`config.mk`:
```
export PLATFORM = sky130hd
export DESIGN_NAME = regfile_wb_arbiter_flat
export DESIGN_NICKNAME = d
export VERILOG_FILES = /design/src/rtl/cpu_pkg.sv /design/src/rtl/regfile_wb_arbiter_if.sv /design/src/rtl/regfile_wb_arbiter_rr_arb2.sv /design/src/rtl/regfile_wb_arbiter.sv /design/src/flat_wrapper.sv
export SDC_FILE = /design/constraint.sdc
export NUM_CORES = 1
export LEC_CHECK = 0
export CORE_ASPECT_RATIO = 0.9
export CORE_MARGIN = 2
export CORE_UTILIZATION = 33
export CTS_BUF_LIST = sky130_fd_sc_hd__clkbuf_16
export DETAILED_ROUTE_END_ITERATION = 8
export GPL_ROUTABILITY_DRIVEN = 0
export PLACE_DENSITY = 0.83
export SYNTH_ARGS = -nofsm -noshare
export SYNTH_HDL_FRONTEND = slang
export SYNTH_SLANG_ARGS = --single-unit
```
`constraint.sdc`:
```
create_clock -name clk -period 2.55 [get_ports clk]
set_input_delay 0.3825 -clock clk [delete_from_list [all_inputs] [get_ports clk]]
set_output_delay 0.3825 -clock clk [all_outputs]
set_load 0.005 [all_outputs]
```
`src/rtl/cpu_pkg.sv`:
```
// Shared constants and types for the register-file write-back path.
package cpu_pkg;

    localparam int DATA_W = 8;
    localparam int ADDR_W = 2;
    localparam int NREG   = 2 ** ADDR_W;

    typedef enum logic {
        REQ_ALU = 1'b0,
        REQ_MEM = 1'b1
    } req_e;

    // "reg" is a keyword, so the destination field is named wreg.
    typedef struct packed {
        logic [ADDR_W-1:0] wreg;
        logic [DATA_W-1:0] data;
    } wb_req_t;

endpackage

```
`src/rtl/regfile_wb_arbiter_if.sv`:
```
// Bundle of requester handshakes, register-file write port and scoreboard
// signals shared by the write-back arbiter and whoever drives it.
interface regfile_wb_arbiter_if;
    import cpu_pkg::*;

    logic              alu_valid;
    logic [ADDR_W-1:0] alu_reg;
    logic [DATA_W-1:0] alu_data;
    logic              alu_ready;

    logic              mem_valid;
    logic [ADDR_W-1:0] mem_reg;
    logic [DATA_W-1:0] mem_data;
    logic              mem_ready;

    logic              wr_en;
    logic [ADDR_W-1:0] wr_reg;
    logic [DATA_W-1:0] wr_data;

    logic              issue_valid;
    logic [ADDR_W-1:0] issue_reg;
    logic              issue_stall;
    logic [NREG-1:0]   busy;

    modport master (
        output alu_valid, alu_reg, alu_data,
        input  alu_ready,
        output mem_valid, mem_reg, mem_data,
        input  mem_ready,
        input  wr_en, wr_reg, wr_data,
        output issue_valid, issue_reg,
        input  issue_stall, busy
    );

    modport slave (
        input  alu_valid, alu_reg, alu_data,
        output alu_ready,
        input  mem_valid, mem_reg, mem_data,
        output mem_ready,
        output wr_en, wr_reg, wr_data,
        input  issue_valid, issue_reg,
        output issue_stall, busy
    );

endinterface

```
`src/rtl/regfile_wb_arbiter_rr_arb2.sv`:
```
// Two-input round-robin arbiter: bit 0 is the ALU, bit 1 the load path.
// The pointer remembers the last winner and moves only when a grant is issued.
module rr_arb2
    import cpu_pkg::*;
(
    input  logic       clk,
    input  logic       rst,
    input  logic [1:0] valid,
    output logic [1:0] grant
);

    req_e last_grant;

    always_comb begin
        grant = 2'b00;
        unique case (valid)
            2'b01:   grant = 2'b01;
            2'b10:   grant = 2'b10;
            2'b11:   grant = (last_grant == REQ_MEM) ? 2'b01 : 2'b10;
            default: grant = 2'b00;
        endcase
    end

    always_ff @(posedge clk) begin
        if (rst) begin
            last_grant <= REQ_MEM;
        end else if (grant[0]) begin
            last_grant <= REQ_ALU;
        end else if (grant[1]) begin
            last_grant <= REQ_MEM;
        end
    end

endmodule

```
`src/rtl/regfile_wb_arbiter.sv`:
```
// Write-back arbiter for the single register-file write port (ALU vs. load).
// Optional busy-register scoreboard enabled by defining REGFILE_WB_SCOREBOARD_EN.
module regfile_wb_arbiter #(
    parameter int DATA_W = cpu_pkg::DATA_W,
    parameter int ADDR_W = cpu_pkg::ADDR_W
) (
    input  logic                 clk,
    input  logic                 rst,
    regfile_wb_arbiter_if.slave  bus
);
    import cpu_pkg::wb_req_t;

    logic              vld_p0;
    logic [1:0]        grant;
    wb_req_t           win_p0;

    logic              vld_p1;
    logic [ADDR_W-1:0] wr_reg_p1;
    logic [DATA_W-1:0] wr_data_p1;

    rr_arb2 u_arb (
        .clk   (clk),
        .rst   (rst),
        .valid ({bus.mem_valid, bus.alu_valid}),
        .grant (grant)
    );

    assign bus.alu_ready = grant[0];
    assign bus.mem_ready = grant[1];

    // p0: accepted request selected from the winner
    assign vld_p0 = |grant;

    always_comb begin
        win_p0.wreg = bus.alu_reg;
        win_p0.data = bus.alu_data;
        if (grant[1]) begin
            win_p0.wreg = bus.mem_reg;
            win_p0.data = bus.mem_data;
        end
    end

    // p1: registered write port towards the register file
    always_ff @(posedge clk) begin
        if (rst) begin
            vld_p1     <= 1'b0;
            wr_reg_p1  <= '0;
            wr_data_p1 <= '0;
        end else begin
            vld_p1 <= vld_p0;
            if (vld_p0) begin
                wr_reg_p1  <= win_p0.wreg;
                wr_data_p1 <= win_p0.data;
            end
        end
    end

    assign bus.wr_en   = vld_p1;
    assign bus.wr_reg  = wr_reg_p1;
    assign bus.wr_data = wr_data_p1;

`ifdef REGFILE_WB_SCOREBOARD_EN
    localparam int NREG = 2 ** ADDR_W;

    logic [NREG-1:0] busy_q;
    logic [NREG-1:0] busy_d;
    logic            stall;

    assign stall = bus.issue_valid && busy_q[bus.issue_reg];

    // Set is applied after clear so a same-register issue survives the write-back.
    always_comb begin
        busy_d = busy_q;
        if (vld_p1) begin
            busy_d[wr_reg_p1] = 1'b0;
        end
        if (bus.issue_valid && !stall) begin
            busy_d[bus.issue_reg] = 1'b1;
        end
    end

    always_ff @(posedge clk) begin
        if (rst) begin
            busy_q <= '0;
        end else begin
            busy_q <= busy_d;
        end
    end

    assign bus.busy        = busy_q;
    assign bus.issue_stall = stall;
`else
    logic unused_issue;

    assign unused_issue    = ^{bus.issue_valid, bus.issue_reg};
    assign bus.busy        = '0;
    assign bus.issue_stall = 1'b0;
`endif

endmodule

```
`src/flat_wrapper.sv`:
```
// flat-port wrapper written by rule: the top's interface ports become plain ports
module regfile_wb_arbiter_flat import cpu_pkg::wb_req_t;
#(
    parameter int DATA_W = cpu_pkg::DATA_W,
    parameter int ADDR_W = cpu_pkg::ADDR_W
)
  (clk, rst, bus_alu_valid, bus_alu_reg, bus_alu_data, bus_alu_ready, bus_mem_valid, bus_mem_reg, bus_mem_data, bus_mem_ready, bus_wr_en, bus_wr_reg, bus_wr_data, bus_issue_valid, bus_issue_reg, bus_issue_stall, bus_busy);
  regfile_wb_arbiter_if bus_i ();
  input  logic clk;
  input  logic rst;
  input wire logic [$bits(bus_i.alu_valid)-1:0] bus_alu_valid;
  input wire logic [$bits(bus_i.alu_reg)-1:0] bus_alu_reg;
  input wire logic [$bits(bus_i.alu_data)-1:0] bus_alu_data;
  output wire logic [$bits(bus_i.alu_ready)-1:0] bus_alu_ready;
  input wire logic [$bits(bus_i.mem_valid)-1:0] bus_mem_valid;
  input wire logic [$bits(bus_i.mem_reg)-1:0] bus_mem_reg;
  input wire logic [$bits(bus_i.mem_data)-1:0] bus_mem_data;
  output wire logic [$bits(bus_i.mem_ready)-1:0] bus_mem_ready;
  output wire logic [$bits(bus_i.wr_en)-1:0] bus_wr_en;
  output wire logic [$bits(bus_i.wr_reg)-1:0] bus_wr_reg;
  output wire logic [$bits(bus_i.wr_data)-1:0] bus_wr_data;
  input wire logic [$bits(bus_i.issue_valid)-1:0] bus_issue_valid;
  input wire logic [$bits(bus_i.issue_reg)-1:0] bus_issue_reg;
  output wire logic [$bits(bus_i.issue_stall)-1:0] bus_issue_stall;
  output wire logic [$bits(bus_i.busy)-1:0] bus_busy;
  assign bus_i.alu_valid = bus_alu_valid;
  assign bus_i.alu_reg = bus_alu_reg;
  assign bus_i.alu_data = bus_alu_data;
  assign bus_alu_ready = bus_i.alu_ready;
  assign bus_i.mem_valid = bus_mem_valid;
  assign bus_i.mem_reg = bus_mem_reg;
  assign bus_i.mem_data = bus_mem_data;
  assign bus_mem_ready = bus_i.mem_ready;
  assign bus_wr_en = bus_i.wr_en;
  assign bus_wr_reg = bus_i.wr_reg;
  assign bus_wr_data = bus_i.wr_data;
  assign bus_i.issue_valid = bus_issue_valid;
  assign bus_i.issue_reg = bus_issue_reg;
  assign bus_issue_stall = bus_i.issue_stall;
  assign bus_busy = bus_i.busy;
  regfile_wb_arbiter #(.DATA_W(DATA_W), .ADDR_W(ADDR_W)) u_core (.clk(clk), .rst(rst), .bus(bus_i));
endmodule
```
==> reports/results.ini <==
[clocking]
hold_buffers=0
cts-resized-gates=0
cts-root-buf=clkbuf_16
clock-sinks=12
post_cts_buffers=0
clk_pin_slew_ps=40
htreeDepth=1
cts_tree=built
clock_path_buffers=2
numCtsBuffers=3
clock_latency_ps=240

[synthesis]
synth_cell_types=17
ys_seq_elements=12
synth_top_family_by_area=compound AO/OA/AOI/OAI gates
ys_warn_count=0
syn_inst=51
seq_area_frac_synth_pct=44.0
syn-cell-area_um2=546
synth_compound_area_share_pct=25.9
synth-adder-area-share_pct=0
yosys-mux-area-fraction_pct=0
synth-simple-area-share_pct=19.0
synth-xor-area-share_pct=0
synth.avg_cell_area_um2=10.7

[setup_path]
critPathKind=in2out
cp.arrival_ps=1760
crit_top_cell=clkdlybuf4s50_1
worst_setup_path_start_kind=primary input
worstPathRequired_ps=2170
critPathSlowestCell=clkdlybuf4s50_1
r2r_setup_slack_ps=1330
critPathBufInv=2
crit_chain=clkdlybuf4s50_1 > a21boi_2 > clkdlybuf4s50_1
end_kind=output pin
cp_max_fo=6
crit_family=buffers and inverters
slowest_delay_ps=620

[route]
routedWlPerCell_um=12.8
drcViolationCount=0
postRouteAntennaNets=0
first_pass_iters=3
vias_per_cell=4.66
vias=517
routed_wl_um=1420
drt_iter0_markers=8

[timing]
finalSetupViolations=0
slew_violations=0
period_share_pct=84.1
min_period_ps=2140
rsz0062_at_grt=no
skew_ps=0.943
max-slew-margin-rel_pct=66.2
hold_viol_final=0
fmax_ghz=0.466
tightest_slew_ps=505
fin_tns_setup_ps=0

[power_and_ir_drop]
pwr-share-comb_pct=17.6
p_sw_share_pct=19.9
power.density_nw_per_um2=616
power.leakage_nw=0.393
internal_power_w=0.000483
clkPwrFrac_pct=47.4
seqPwrFrac_pct=35.0
switchingPower_w=0.000120
vdd_ir_drop_max_mv=0.541

[placement]
port_buffers=36
hpwl_um=1040
postPlaceCellArea_um2=900

[run]
drv_cap=0

[finish]
fin_nets=117
diodes=0
finalInstanceArea_um2=978
layout-drive-gt1-share_pct=8.99
final_util_pct=65.4
area_growth_syn_to_layout_pct=79.4
largest_reg_flops=8

[grt]
grt_start_max_net_pins=11
grt_use_total_pct=16.6
antenna_found_initial=0
grt_pass1_vias=511
gr-total-overflow=0
grt_pass1_wl_um=2250

[floorplanning]
die_x_um=46.9
row_count=13
dieHeight_um=42.6
start_util_pct=36.5
core_area_um2=1500
pin_count=45
fp.dieArea_um2=1990

[run_status]
status=complete, no violations

[min_path]
hold_class=reg2reg

==> placed cells by master, fill, tap and decap left out, drive strengths merged <==
cell type      instances
clkdlybuf4s50         36
dfxtp                 12
and2                  10
a221o                 10
conb                   5
clkbuf                 3
nor2                   2
inv                    2
a21boi                 1
a21oi                  1
a211oi                 1
nor2b                  1
nor3                   1
nand2                  1
o21ai                  1
nand2b                 1
clkinv                 1
==> cell type report <==
| cell class | count | area, um^2 |
|---|---|---|
| Fill cell | 129 | 518 |
| Timing Repair Buffer | 36 | 360 |
| Multi-Input combinational cell | 35 | 264 |
| Sequential cell | 12 | 240 |
| Clock buffer | 3 | 75.1 |
| Tap cell | 22 | 27.5 |
| Inverter | 2 | 7.51 |
| Clock inverter | 1 | 3.75 |
==> cell families after synthesis <==
logic type / count (synthesis)
buffers and inverters: 8
flip-flops: 12
AND/OR/NAND/NOR: 16
other: 1
AO/OA/AOI/OAI: 14
==> Yosys cell counts <==
cell	number	area [um^2]
inv_1	1	3.75
a21boi_2	1	11.3
a211oi_4	1	20.0
nor3_2	1	10.0
buf_6	1	11.3
nor2b_4	1	13.8
conb_1	1	3.75
a21oi_1	1	5.00
inv_2	1	3.75
dfxtp_1	12	240
nand2_1	1	3.75
buf_4	5	37.5
nor2_1	2	7.51
and2_1	10	62.6
nand2b_1	1	6.26
o21ai_0	1	5.00
a221o_1	10	100
==> worst min-delay path: stages, from the launching register on <==
cell and delay, ps:
dfxtp_1 320, and2_1 110, a221o_1 90
==> final timing paths <==
path	start	end	cells past startpoint
max reg2reg	u_core.u_arb.last_grant	u_core.bus.wr_data[4]	3
min reg2reg	u_core.bus.wr_data[0]	u_core.bus.wr_data[0]	2
max	bus_mem_valid	bus_mem_ready	3
min	u_core.bus.wr_data[0]	u_core.bus.wr_data[0]	2
==> metal layers <==
layer | global-route usage [%] | wire, um | vias up
met5 | 0 | 0 | -
met1 | 18.2 | 580 | 239
met3 | 6.47 | 81 | 2
li1 | - | - | 252
met4 | 6.67 | 20 | 0
met2 | 27.7 | 737 | 24
==> metrics by stage <==
stage | setup slack, ps | hold slack (ps) | instances | power, W
floorplan | 1380 | 455 | 55 | 0.000251
global placement | 444 | 534 | 107 | 0.000318
detailed placement | 404 | 539 | 107 | 0.000320
CTS | 404 | 560 | 111 | 0.000608
global route | 347 | 586 | 111 | 0.000631
finish | 406 | 553 | 111 | 0.000603
==> power groups by stage <==
stage	logic [W]	registers, W	clock network [W]
after floorplan	0.0000362	0.000215	0
after global placement	0.000105	0.000213	0
after detailed placement	0.000106	0.000214	0
after CTS	0.000107	0.000211	0.000289
after global routing	0.000115	0.000213	0.000303
final	0.000106	0.000211	0.000286
No activity file was read; power rests on OpenSTA's default activity.
==> RTL change 1: new RTL, same flow settings <==
The package constant `DATA_W` goes from 8 to 12.
--- a/src/rtl/cpu_pkg.sv
+++ b/src/rtl/cpu_pkg.sv
@@ -1,7 +1,7 @@
 // Shared constants and types for the register-file write-back path.
 package cpu_pkg;
 
-    localparam int DATA_W = 8;
+    localparam int DATA_W = 12;
     localparam int ADDR_W = 2;
     localparam int NREG   = 2 ** ADDR_W;
 
Ports: changed (resized bus_alu_data, bus_mem_data and bus_wr_data); port bits go from 45 to 57. No check against the original RTL was run, so the function may have changed too.
==> RTL change 1 against the original RTL <==
  * Maximum frequency up 2.5%
  * Sequential power up 33%
  * Area after synthesis up 31%
  * Final cell count up 24%
  * Non-clock buffer count up 12
  * Sequential cell count up 4
  * Design area up 28%
  * Worst setup slack better by 0.051 ns
  * Critical path depth unchanged
  * Power up 20%
  * Wire length up 39%
  * Register-to-register slack worse by 0.41 ns
  * Clock power up 5%
  * Critical path type unchanged
  * Critical endpoint unchanged
  * Largest power group unchanged
==> RTL change 1: results (changes against the original RTL) <==
* NetSw at 0.1443 mW (was 0.1201 mW)
* Max reg flops at 12 (was 8)
* Distinct cells, synth at 19 (was 17)
* Worst path arrival time at 1.71 ns (was 1.76 ns)
* Nets at 149 (was 117)
* Post-CTS Resized at 0 (unchanged)
* Cell leakage power at 0.5004 nW (was 0.3928 nW)
* Clock-pin slew on the worst setup and hold paths at 0.05 ns
* Slew Limit Headroom at 33.20% (was 66.18%)
* Post-DP HPWL at 1.437 mm (was 1.045 mm)
* Drt first pass iters at 4 (was 3)
* DP Cell Count at 134 (was 107)
* DR vias at 673 (was 517)
* Top cells by count, synth: dfxtp_1 (16), and2_1 (14), a221o_2 (11) (was dfxtp_1 (12), a221o_1 (10), and2_1 (10))
* Layout filler cell count at 175 (was 129)
* Number of port buffers at 48 (was 36)
* First-pass GRT wire length at 2.877 mm (was 2.249 mm)
* Reg2reg setup slack at 0.92 ns (was 1.33 ns)
* Clock Skews at 0.003347 ns (was 0.0009431 ns)
* CP Launch Point: bus_mem_valid (unchanged)
* Post-place setup slack at 0.3170 ns (was 0.4038 ns)
* VDD IR-drop max at 317.5 µV (was 540.5 µV)
* Status: complete, no violations (unchanged)
* Seq/Total Area, Yosys at 44.91% (was 44.04%)
* Cells taking the most area after synthesis: dfxtp_1 (45%), a221o_2 (17%), and2_1 (12%) (was dfxtp_1 (44%), a221o_1 (18%), and2_1 (11%))
* DR iter-0 viols at 12 (was 8)
* Minimum clock period at 2.093 ns (was 2.144 ns)
* Total GRT Usage at 16.09% (was 16.61%)
* Max-cap viol count at 0 (unchanged)
* Initial antenna violation count at 0 (unchanged)
* Post-CTS setup buffer count at 0 (unchanged)
* Vias in the first global route at 617 (was 511)
* Worst setup endpoint: bus_mem_ready (unchanged)
* FF-to-FF End: u_core.bus.wr_data[9]$_SDFFE_PP0P_ (was u_core.bus.wr_data[4]$_SDFFE_PP0P_)
* Largest net degree at the start of global routing at 15 (was 11)
* Detailed Route WL at 1.973 mm (was 1.420 mm)
* Crit-path max cell delay at 0.58 ns (was 0.62 ns)
* Cell count after synthesis at 65 (was 51)
* Avg WL per Cell at 14.30 µm (was 12.79 µm)
* Layout cells sized above 1 at 16.81% (was 8.989%)
[RTL change 1: cell count changes in the layout (fill, tap and decap cells not counted)]
cell,delta
a211oi_2,+1
clkdlybuf4s50_1,+12
a211oi_4,-1
and2_1,+4
dfxtp_1,+4
a221o_1,-7
a221o_2,+11
[RTL change 1: logic make-up after synthesis]
kind of cell / count (synthesis) / synth area share [%]
flip-flops: 16 / 44.91
AO/OA/AOI/OAI: 18 / 26.31
buffers and inverters: 10 / 10.17
AND/OR/NAND/NOR: 20 / 18.07
other: 1 / 0.5258
[RTL change 1: how the worst min path moves through the flow]
stage	startpoint	endpoint	slack [ns]	depth (start not counted)
5_1_grt	u_core.bus.wr_reg[0]$_SDFFE_PP0P_	u_core.bus.wr_reg[0]$_SDFFE_PP0P_	0.58	2
4_1_cts	u_core.u_arb.last_grant$_SDFFE_PP1P_	u_core.u_arb.last_grant$_SDFFE_PP1P_	0.56	3
3_3_place_gp	u_core.u_arb.last_grant$_SDFFE_PP1P_	u_core.u_arb.last_grant$_SDFFE_PP1P_	0.53	3
3_5_place_dp	u_core.bus.wr_data[7]$_SDFFE_PP0P_	u_core.bus.wr_data[7]$_SDFFE_PP0P_	0.54	2
6_report	u_core.bus.wr_data[9]$_SDFFE_PP0P_	u_core.bus.wr_data[9]$_SDFFE_PP0P_	0.55	2
2_1_floorplan	rst	u_core.bus.wr_en$_SDFF_PP0_	0.45	1
[RTL change 1: power by group through the flow]
stage	logic (mW)	clock network (mW)	registers [mW]
after floorplan	0.0466	0	0.286
after global placement	0.137	0	0.284
after detailed placement	0.140	0	0.284
after CTS	0.141	0.305	0.280
after global routing	0.149	0.317	0.282
final	0.140	0.301	0.280
[RTL change 1: final cells by class]
type                    count  area (µm²)  share of cell area, %
multi-input cells          43       335.3                  26.75
inverters                   2       7.507                 0.5988
clock buffers               3       75.07                  5.988
well taps                  25       31.28                  2.495
repair buffers             48       480.5                  38.32
flip-flops and latches     16       320.3                  25.55
clock inverters             1       3.754                 0.2994
[RTL change 1: through the flow]
stage / total power, mW / util, % / cell area [µm²]
global placement: 0.4211 / 59.62 / 1175
finish: 0.7210 / 63.62 / 1254
detailed placement: 0.4249 / 59.62 / 1175
floorplan: 0.3329 / - / 728.2
CTS: 0.7263 / 63.62 / 1254
global route: 0.7481 / 63.62 / 1254
[RTL change 1: per-layer routing]
| layer | global-route usage [%] | vias up | routed length [µm] | share of wire, % |
|---|---|---|---|---|
| met1 | 18.90 | 308 | 810 | 41 |
| li1 | - | 325 | - | - |
| met3 | 4.908 | 0 | 210 | 11 |
| met5 | 0 | - | 0 | 0 |
| met2 | 29.75 | 40 | 952 | 48 |
| met4 | 3.077 | 0 | 0 | 0 |
==> RTL change 2: new RTL, same settings <==
Made on the original files. The option `REGFILE_WB_SCOREBOARD_EN` is turned on by a define.
--- a/src/rtl/regfile_wb_arbiter.sv
+++ b/src/rtl/regfile_wb_arbiter.sv
@@ -1,5 +1,7 @@
 // Write-back arbiter for the single register-file write port (ALU vs. load).
 // Optional busy-register scoreboard enabled by defining REGFILE_WB_SCOREBOARD_EN.
+`define REGFILE_WB_SCOREBOARD_EN
+
 module regfile_wb_arbiter #(
     parameter int DATA_W = cpu_pkg::DATA_W,
     parameter int ADDR_W = cpu_pkg::ADDR_W
Function: changed (Yosys sat finds a counterexample within 4 cycles, from zero or initial values and one cycle with rst high).
==> RTL change 2 against the original RTL <==
  * Clock skew rose by 0.0021 ns
  * Wire length increased by 54%
  * Worst setup slack got worse by 0.25 ns
  * Power up 24%
  * Count of clock-buffer cells in the layout unchanged
  * Design area rose by 35%
  * Area after synthesis grew 43%
  * Sequential cell count rose by 4
  * Critical path type unchanged
  * Largest power group unchanged
==> RTL change 2: results (changes against the original RTL) <==
* Worst Path Max Fanout at 4 (was 6)
* Worst setup endpoint: bus_issue_stall (was bus_mem_ready)
* Slew Limit Headroom at 59.77% (was 66.18%)
* Status: complete, no violations (unchanged)
* Post-DP HPWL at 1.610 mm (was 1.045 mm)
* Post-synthesis adder-cell area fraction at 0% (unchanged)
* CP Launch Point: bus_issue_reg[0] (was bus_mem_valid)
* Worst r2r path cells at 4 (was 3)
* Worst skew pair latency at 0.25 ns
* First-pass GRT wire length at 3.601 mm (was 2.249 mm)
* Cell leakage power at 0.5436 nW (was 0.3928 nW)
* Nets at 158 (was 117)
* Vias per cell at 5.223 (was 4.658)
* Complex-gate fraction of the synthesized area at 20.55% (was 25.92%)
* VDD IR-drop max at 296.2 µV (was 540.5 µV)
* Synth async-reset ratio at 0% (unchanged)
* Avg WL per Cell at 13.93 µm (was 12.79 µm)
* Layout filler cell count at 184 (was 129)
* Mux cell area share after synthesis at 8.026% (was 0%)
* Post-CTS Resized at 0 (unchanged)
* Largest net degree at the start of global routing at 17 (was 11)
* R2R Path Start: u_core.u_arb.last_grant$_SDFFE_PP1P_ (unchanged)
* Clock Skews at 0.003006 ns (was 0.0009431 ns)
* Seq/Total Area, Yosys at 41.09% (was 44.04%)
* Number of port buffers at 44 (was 36)
* FF-to-FF End: u_core.bus.wr_data[6]$_SDFFE_PP0P_ (was u_core.bus.wr_data[4]$_SDFFE_PP0P_)
* Synth warn at 0 (unchanged)
* Drt first pass iters at 4 (was 3)
* Layout cells sized above 1 at 10.00% (was 8.989%)
* Root Driver: clkbuf_16 (unchanged)
* Top cells by count, synth: dfxtp_1 (16), nor2_1 (11), nand2_1 (7) (was dfxtp_1 (12), a221o_1 (10), and2_1 (10))
* CTS Buf Count at 3 (unchanged)
* Reg2reg setup slack at 1.25 ns (was 1.33 ns)
* H-tree Lvls at 1 (unchanged)
* Cells taking the most area after synthesis: dfxtp_1 (41%), nor2_1 (5.3%), mux2i_1 (5.1%) (was dfxtp_1 (44%), a221o_1 (18%), and2_1 (11%))
* Distinct cells, synth at 24 (was 17)
* Total GRT Usage at 16.81% (was 16.61%)
* Vias in the first global route at 786 (was 511)
==> RTL change 2: changes by cell type in the layout (fill, tap and decap cells not counted), moves of 6 or more <==
| cell | unedited run | this run |
|---|---|---|
| a221o_1 | 10 | 0 |
| clkdlybuf4s50_1 | 36 | 44 |
| nor3_1 | 0 | 6 |
| and2_1 | 10 | 1 |
| nand2_1 | 1 | 7 |
| nor2_1 | 2 | 11 |
==> RTL change 2: logic make-up after synthesis <==
| logic type | count (synthesis) |
|---|---|
| DFF | 16 |
| AOI/OAI and AO/OA | 18 |
| and+or+nand+nor | 35 |
| buffers and inverters | 9 |
| muxes | 5 |
==> RTL change 2: final cells by class <==
class	count	share of cell area (%)
flip-flops and latches	16	24.17
clock buffers	3	5.666
inverters	5	1.416
well taps	27	2.550
multi-input cells	58	30.97
repair buffers	47	34.94
clock inverters	1	0.2833
==> RTL change 2: power by group <==
part / internal (mW) / switching, mW
combinational: 0.0999 / 0.0529
sequential: 0.270 / 0.0162
clock: 0.208 / 0.101
total: 0.578 / 0.170
==> RTL change 2: worst min-delay path by stage <==
stage | to | cells past startpoint | start | slack, ns
floorplan | u_core.bus.wr_reg[1]$_SDFFE_PP0P_ | 1 | rst | 0.45
global placement | u_core.bus.wr_data[7]$_SDFFE_PP0P_ | 2 | u_core.bus.wr_data[7]$_SDFFE_PP0P_ | 0.49
detailed placement | u_core.bus.wr_data[7]$_SDFFE_PP0P_ | 2 | u_core.bus.wr_data[7]$_SDFFE_PP0P_ | 0.50
CTS | u_core.bus.wr_data[7]$_SDFFE_PP0P_ | 2 | u_core.bus.wr_data[7]$_SDFFE_PP0P_ | 0.51
global route | u_core.bus.wr_data[7]$_SDFFE_PP0P_ | 2 | u_core.bus.wr_data[7]$_SDFFE_PP0P_ | 0.54
finish | u_core.bus.wr_data[7]$_SDFFE_PP0P_ | 2 | u_core.bus.wr_data[7]$_SDFFE_PP0P_ | 0.51
==> RTL change 2: worst max-delay path: stages <==
cell             delay, ns
clkdlybuf4s50_1       0.54
mux4_2                0.50
and2_1                0.16
clkdlybuf4s50_1       0.43
==> RTL change 2: per-layer routing <==
layer | part of all wire [%] | vias up | GRT usage [%] | wire (µm)
met3 | 6.6 | 10 | 5.249 | 145
met2 | 45 | 37 | 27.18 | 993
met4 | 4.8 | 0 | 11.38 | 104
met5 | 0 | - | 0 | 0
li1 | - | 402 | - | -
met1 | 43 | 371 | 18.95 | 945
==> RTL change 2: per-stage QoR <==
stage / hold WS, ns / cells / cell area, µm² / setup WS, ns
after floorplan: 0.4514 / 83 / 779.5 / 1.161
after global placement: 0.4873 / 153 / 1246 / 0.1511
after detailed placement: 0.5004 / 153 / 1246 / 0.1415
after CTS: 0.5072 / 157 / 1325 / 0.1415
after global routing: 0.5426 / 157 / 1325 / 0.08037
final: 0.5082 / 157 / 1325 / 0.1537
